[config.mk]
export PLATFORM = sky130hd
export DESIGN_NAME = sysid_timeout_ctr
export DESIGN_NICKNAME = d
export VERILOG_FILES = /design/src/rtl/de1_soc_sysid_checker_timeout_ctr.sv
export SDC_FILE = /design/constraint.sdc
export NUM_CORES = 1
export LEC_CHECK = 0
export ABC_AREA = 1
export BUFFER_PORTS_ARGS = -buffer_cell sky130_fd_sc_hd__buf_2
export CAP_MARGIN = 20
export CORE_AREA = 2 2 39 41
export CTS_CLUSTER_SIZE = 14
export DETAILED_ROUTE_END_ITERATION = 8
export DIE_AREA = 0 0 41 43
export GPL_ROUTABILITY_DRIVEN = 1
export PLACE_DENSITY = 0.66
export SYNTH_ARGS = -nofsm -noshare
export SYNTH_HDL_FRONTEND = slang
export SYNTH_SLANG_ARGS = --single-unit
[constraint.sdc]
create_clock -name clock -period 2.7 [get_ports clock]
set_clock_uncertainty 0.05 [all_clocks]
set_input_delay 0.27 -clock clock [delete_from_list [all_inputs] [get_ports clock]]
set_output_delay 0.27 -clock clock [all_outputs]
set_load 0.005 [all_outputs]
[src/rtl/de1_soc_sysid_checker_timeout_ctr.sv]
// Per-attempt read timeout: counts enabled cycles from a clear and flags the
// cycle in which TIMEOUT_CYCLES-1 is reached.
module sysid_timeout_ctr #(
    parameter int TIMEOUT_CYCLES = 1024
) (
    input  logic clock,
    input  logic reset_n,
    input  logic clear,
    input  logic enable,
    output logic expired
);

    localparam int W = $clog2(TIMEOUT_CYCLES);
    localparam logic [W-1:0] LAST = W'(TIMEOUT_CYCLES - 1);

    logic [W-1:0] count_q;
    logic [W-1:0] count_d;

    always_comb begin
        count_d = count_q;
        if (clear) begin
            count_d = '0;
        end else if (enable && (count_q != LAST)) begin
            count_d = count_q + 1'b1;
        end
    end

    always_ff @(posedge clock or negedge reset_n) begin
        if (!reset_n) begin
            count_q <= '0;
        end else begin
            count_q <= count_d;
        end
    end

    assign expired = enable && (count_q == LAST);

endmodule

Yosys cells after proc, flatten, opt, wreduce, memory -nomap -nowiden
Index checks and enable logic that the tools add are counted.

storage, ports and cells
  bits in registers = 10
  input port bits = 4
  output and inout bits = 1
  word-level logic and storage cells = 9

operators by class
  add/sub/neg operators = 1
  equality and inequality tests = 2
  muxes and demuxes = 2
  reduce and logical (&&, ||, !) cells = 3

operator list
  operator                                                         number
  10-bit 2-to-1 mux                                                2
  10-bit by 1-bit adder with 10-bit output, second input constant  1
  10-bit equality test, second input constant                      1
  10-bit != test, second input constant                            1
  1-bit logical AND                                                2
  2-bit nonzero test                                               1

Depth between registers and ports, before layout
Gate-level depths: netlist of the first run.

  word-level depth = 4
  depth in mapped cells = 9

Least setup slack after synthesis of the first run
OpenSTA, ideal clock, no wires.

  path type = flip-flop to output port
  start = register count_q[0]
  end = output port expired
  arrival time = 0.989 ns
  required time = 2.380 ns
  setup slack = 1.391 ns
  cell stages (with the launch flop) = 6
  path buffers = 0
  cell sequence = dfrtp_1 > ha_1 > nand2_2 > inv_1 > nand3_1 > nor3b_1

between the ends
  cells in the longest elaborated chain, start to end = 2

RTL lines
  what                      RTL line  text
  start: declaration        16        logic [W-1:0] count_q;
  start signal: assignment  32        count_q <= count_d;
  10-bit equality test      36        assign expired = enable && (count_q == LAST);
  1-bit logical AND         36
  end: declaration          10        output logic expired

Every way passes these cells.

Worst setup path after layout of the first run
Ends and elaborated chain as after synthesis.

==> impl_metrics.env, run 1 <==
export IMPL_outcome="finished, final reports clean"
export IMPL_period_needed_ns=1.77
export IMPL_min_path_type="in -> reg"
export IMPL_cp_arrival_ns=1.45
export IMPL_cts_tree="yes"
export IMPL_cts_root_buf="clkbuf_4"
export IMPL_synth_seq_cells=10
export IMPL_grt_antenna_before_repair=0
export IMPL_postRouteAntennaNets=0
export IMPL_synth_seq_area_share_pct=39.5
export IMPL_ios=5
export IMPL_drv_cap=0
export IMPL_syn_area_um2=633
export IMPL_rsz0062_at_grt="no"
export IMPL_viasPerCell=5.01
export IMPL_timing_setup_tns_ns=0
export IMPL_htreeDepth=1
export IMPL_largest_reg_flops=10
export IMPL_syn2layout_area_growth_pct=11.5
export IMPL_dp_hpwl_um=966
export IMPL_synth_cell_type_count=20
export IMPL_peakVddDrop_uv=178
export IMPL_wl_per_cell_um=11.0
export IMPL_synth_top_area_cell="dfrtp_1"
export IMPL_worstSetupPathType="reg -> out"
export IMPL_grt_pass1_wl_um=2170
export IMPL_syn_num_nets=93
export IMPL_numCtsBuffers=3
export IMPL_rows=14
export IMPL_synthMostInstantiatedCell="nand2_1"
export IMPL_syn_inst=88
export IMPL_drt_total_wl_um=1230
export IMPL_ff_latch_area_um2=250
export IMPL_start_kind="flop"
export IMPL_grt_max_degree=11
export IMPL_crit_fanout=4
export IMPL_maxSlewViolCount=0
export IMPL_synth_common_cells="29 x nand2_1, 10 x dfrtp_1, 10 x inv_1"
export IMPL_multiInputGateArea_um2=337
export IMPL_max_slew_margin_pct=82.5
export IMPL_dieArea_um2=1760
export IMPL_final_util_pct=51.0
export IMPL_vias=561
export IMPL_clock_latency_ns=0.27
export IMPL_dp_cells=108
export IMPL_clockBufferDepth=2
export IMPL_pre_cts_slack_ns=1.24
export IMPL_setup_ws_ns=0.933
export IMPL_first_pass_iters=4
export IMPL_drive_gt1_share_pct=15.6
export IMPL_largest_register="count_q"
export IMPL_cts_num_sinks=10
export IMPL_layoutNonFillerInstCount=112
export IMPL_grt_pass1_vias=540
export IMPL_drc_errors=0
export IMPL_syn_area_per_cell_um2=7.19
export IMPL_cts_resized=0
export IMPL_synth_async_reset_ratio_pct=100
export IMPL_crit_path_end_kind="primary output"
export IMPL_port_buffers=4
export IMPL_grt_total_usage_pct=18.3
export IMPL_fin_nets=103
export IMPL_period_share_pct=65.5
export IMPL_yosysWarnings=0
export IMPL_synth_ff_type="dfrtp_1"
export IMPL_die_h_um=43
export IMPL_required_ns=2.38
export IMPL_die_w_um=41
export IMPL_synth_edff_count=0
export IMPL_n_antenna_cell=0
export IMPL_setup_viol=0
export IMPL_grt_ovfl_total=0
export IMPL_start_util_pct=45.8
export IMPL_p_per_area_nw_per_um2=413
export IMPL_gp_congestion=0.849
export IMPL_fillers=132
export IMPL_clk_pin_slew_ns=0.06
export IMPL_core_um2=1380
export IMPL_reg_largest_list="count_q (10)"
export IMPL_first_iter_violations=4
export IMPL_synth_top_area_share_pct=39.5
export IMPL_p_leak_uw=0.000365
export IMPL_hold_viol_final=0
export IMPL_worstMarginPinSlew_ns=0.263
export IMPL_fmax_ghz=0.566
export IMPL_synthTopCellsByArea="dfrtp_1 40%, nand2_1 17%, nand3_1 7.1%"
-- through the flow --
step | area, um2 | hold WS (ns) | power [uW]
floorplan | 633 | -0.0756 | 179
global placement | 673 | 0.0960 | 190
detailed placement | 673 | 0.0996 | 191
CTS | 706 | 0.265 | 297
global route | 706 | 0.287 | 308
finish | 706 | 0.261 | 291
-- critical path: stages, from the launching register on --
cell and delay (ns):
dfrtp_1 0.37, ha_1 0.19, nand2_2 0.10, inv_1 0.09
nand3_1 0.10, nor3b_1 0.19, buf_2 0.14
-- timing repair --
action	4_1_cts	5_1_grt
buffers inserted	0	0
hold buffers	1	0
endpoints found under the hold margin	10	0
-- power by group --
part,internal (uW),switching (uW),total [uW]
combinational,9.84,18.3,28.2
sequential,155,5.01,160
clock,51.6,51.5,103
total,216,74.8,291
-- cells by family (layout without fill, tap and decap cells) --
logic type	Yosys count	in the layout	share of synthesized area, %
AND/OR/NAND/NOR	56	56	41.1
buffers and inverters	11	19	7.31
flip-flops	10	10	39.5
AO/OA/AOI/OAI	7	7	5.93
XOR/XNOR	3	3	4.15
adder cells (fa/ha/maj)	1	1	1.98
-- layout by cell type (no fill, tap or decap) --
cell	instances
xor2_1	2
dfrtp_1	10
clkbuf_4	3
nand2_2	2
a21oi_1	3
nor2_2	2
o21bai_1	1
dlygate4sd3_1	1
xnor2_1	1
buf_2	4
o21ai_1	2
nand2_1	29
nor2_4	1
nand2_4	1
nor3_1	3
clkinv_4	1
nor2_1	7
nand3_1	9
inv_1	10
ha_1	1
nor3b_1	1
o21ai_0	1
nand3_2	1
-- layer usage --
metal	global-route usage (%)	wire [um]	vias to the layer above
met5	0	0	-
met4	10.0	19	0
met3	3.14	40	2
met2	28.1	582	8
met1	23.0	591	254
li1	-	-	297
-- path summary, 6_finish.rpt --
check,start,endpoint,slack [ns],depth (start not counted)
max,count_q[0],expired,0.93,6
min,enable,count_q[9],0.26,3
max reg2reg,count_q[0],count_q[6],1.27,9
min reg2reg,count_q[1],count_q[1],0.45,2
max in group asynchronous,reset_n,count_q[7],2.05,2
min in group asynchronous,reset_n,count_q[2],0.35,2
-- cell type report --
| class | instances | share of cell area [%] |
|---|---|---|
| inverter | 11 | 6.56 |
| clock buffer | 3 | 3.19 |
| tap | 16 | 2.84 |
| timing repair buffer | 5 | 4.26 |
| sequential | 10 | 35.5 |
| multi-input combinational | 67 | 47.7 |
(Power assumes the default switching activity.)
==> inputs of run 2 (changes only) <==
- clock period: 2.7 -> 1.8 ns (I/O delays scaled with it)
==> impl_metrics.env, run 2 (same netlist as run 1, synthesis figures left out) <==
export IMPL_clock_latency_ns=0.28
export IMPL_layout_common_cells="29 x nand2_1, 10 x inv_1, 10 x dfrtp_1, 9 x nand3_1, 6 x nor2_1"
export IMPL_total_power_uw=503
export IMPL_grt_pass1_wl_um=2460
export IMPL_worstMarginPinSlew_ns=0.276
export IMPL_viasPerCell=5.29
export IMPL_period_needed_ns=1.65
export IMPL_netSwitchingFraction_pct=25.6
export IMPL_power_internal_uw=374
export IMPL_crit_path_end_kind="primary output"
export IMPL_setup_viol=0
export IMPL_hold_viol_final=0
export IMPL_vias=608
export IMPL_start_util_pct=45.8
export IMPL_max_slew_margin_pct=81.5
export IMPL_rsz0062_at_grt="no"
export IMPL_worstSetupPathType="reg -> out"
export IMPL_ios=5
export IMPL_reg2reg_slack_ns=0.35
export IMPL_postRouteAntennaNets=0
export IMPL_fmax_ghz=0.607
export IMPL_gp_congestion=0.790
export IMPL_crit_fanout=4
export IMPL_setup_ws_ns=0.152
export IMPL_min_path_type="in -> reg"
export IMPL_cts_tree="yes"
export IMPL_peakVddDrop_uv=351
export IMPL_clk_pin_slew_ns=0.07
export IMPL_maxSlewViolCount=0
export IMPL_final_common_cell="nand2_1"
export IMPL_rows=14
export IMPL_hold_path_depth=3
export IMPL_dieArea_um2=1760
export IMPL_final_util_pct=53.6
export IMPL_first_iter_violations=19
export IMPL_p_per_area_nw_per_um2=678
export IMPL_holdPathEnd="count_q[9]"
export IMPL_start_kind="flop"
export IMPL_port_buffers=4
export IMPL_die_w_um=41
export IMPL_reg2regPathDepth=9
export IMPL_first_pass_iters=4
export IMPL_p_leak_uw=0.000383
export IMPL_fin_nets=105
export IMPL_place_area_um2=673
export IMPL_grt_antenna_before_repair=0
export IMPL_critical_path_slowest_cell="dfrtp_1"
export IMPL_n_antenna_cell=0
export IMPL_drc_errors=0
export IMPL_share_seq_of_total_power_pct=47.7
export IMPL_crit_path_max_incr_delay_ns=0.38
export IMPL_core_um2=1380
export IMPL_syn2layout_area_growth_pct=17.2
export IMPL_htreeDepth=1
export IMPL_numCtsBuffers=3
export IMPL_period_share_pct=91.6
export IMPL_grt_total_usage_pct=21.1
export IMPL_grt_pass1_vias=572
export IMPL_drive_gt1_share_pct=20.2
export IMPL_cts_root_buf="clkbuf_4"
export IMPL_hold_start="enable"
export IMPL_cp_arrival_ns=1.42
export IMPL_clockBufferDepth=2
export IMPL_pwr_share_clk_pct=42.3
export IMPL_p_switching_uw=129
export IMPL_reg_largest_list="count_q (10)"
export IMPL_die_h_um=43
export IMPL_dp_hpwl_um=1090
export IMPL_timing_setup_tns_ns=0
export IMPL_r2r_end="count_q[6]"
export IMPL_cts_num_sinks=10
export IMPL_largest_register="count_q"
export IMPL_required_ns=1.57
export IMPL_combPwrFrac_pct=10.0
export IMPL_wl_per_cell_um=12.8
export IMPL_grt_ovfl_total=0
export IMPL_drv_cap=0
export IMPL_r2r_start="count_q[0]"
export IMPL_path_cells="ha_1 > nand2_2 > inv_1 > nand3_1 > nor3b_2 > buf_2"
export IMPL_fillers=144
export IMPL_largest_reg_flops=10
export IMPL_stdcell_area_um2=742
export IMPL_drt_total_wl_um=1470
export IMPL_pre_cts_slack_ns=0.346
export IMPL_outcome="finished, final reports clean"
export IMPL_grt_max_degree=11
==> run 2: cell types whose count changed in the layout (fill, tap and decap cells not counted), sizes merged <==
cell and delta:
buf +2, clkbuf +1
==> run 2: power by group through the flow <==
stage	clock, uW	combinational [uW]	sequential, uW
finish	213	50.2	240
global route	231	56.8	241
CTS	213	44.2	240
detailed placement	0	42.3	245
global placement	0	41.2	244
floorplan	0	25.5	243
==> run 2: how the worst max path moves through the flow <==
stage                from          to  slack, ns  cells past startpoint
6_report       count_q[0]     expired       0.15                      6
5_1_grt        count_q[0]     expired       0.01                      6
4_1_cts        count_q[5]     expired       0.12                      5
3_5_place_dp   count_q[0]  count_q[6]       0.35                      9
3_3_place_gp   count_q[0]  count_q[6]       0.42                      9
2_1_floorplan  count_q[0]  count_q[5]       0.51                      9
==> run 2: repair_timing <==
action	CTS	global route
setup buffers	0	2
endpoints found under the hold margin	10	0
setup endpoints to repair	0	1
hold buffers	1	0
resized for setup	0	2
==> run 2: stage by stage <==
step | hold WS (ns) | std cells
after floorplan | -0.166 | 88
after CTS | 0.168 | 113
after detailed placement | 0.00730 | 108
final | 0.161 | 115
after global routing | 0.176 | 115
after global placement | 0.00399 | 108
==> run 2: area by class of cell <==
type,instances,area (um2),area share [%]
Inverter,11,46.3,6.24
Multi-Input combinational cell,67,344,46.4
Tap cell,16,20.0,2.70
Clock buffer,4,36.3,4.89
Sequential cell,10,250,33.7
Timing Repair Buffer,7,45.0,6.07
==> run 2: critical path, delay by kind of cell, from the launching register on <==
kind,cells,cell delay (ns)
flops,1,0.38
simple gates,3,0.37
fa+ha+maj,1,0.19
buf+inv,2,0.21
==> run 2: routing by layer <==
metal / GRT usage (%) / routed length (um) / vias to the layer above
met5: 0 / 0 / -
met4: 12.0 / 42 / 0
met3: 4.71 / 39 / 7
met2: 33.1 / 748 / 15
met1: 24.9 / 637 / 287
li1: - / - / 299
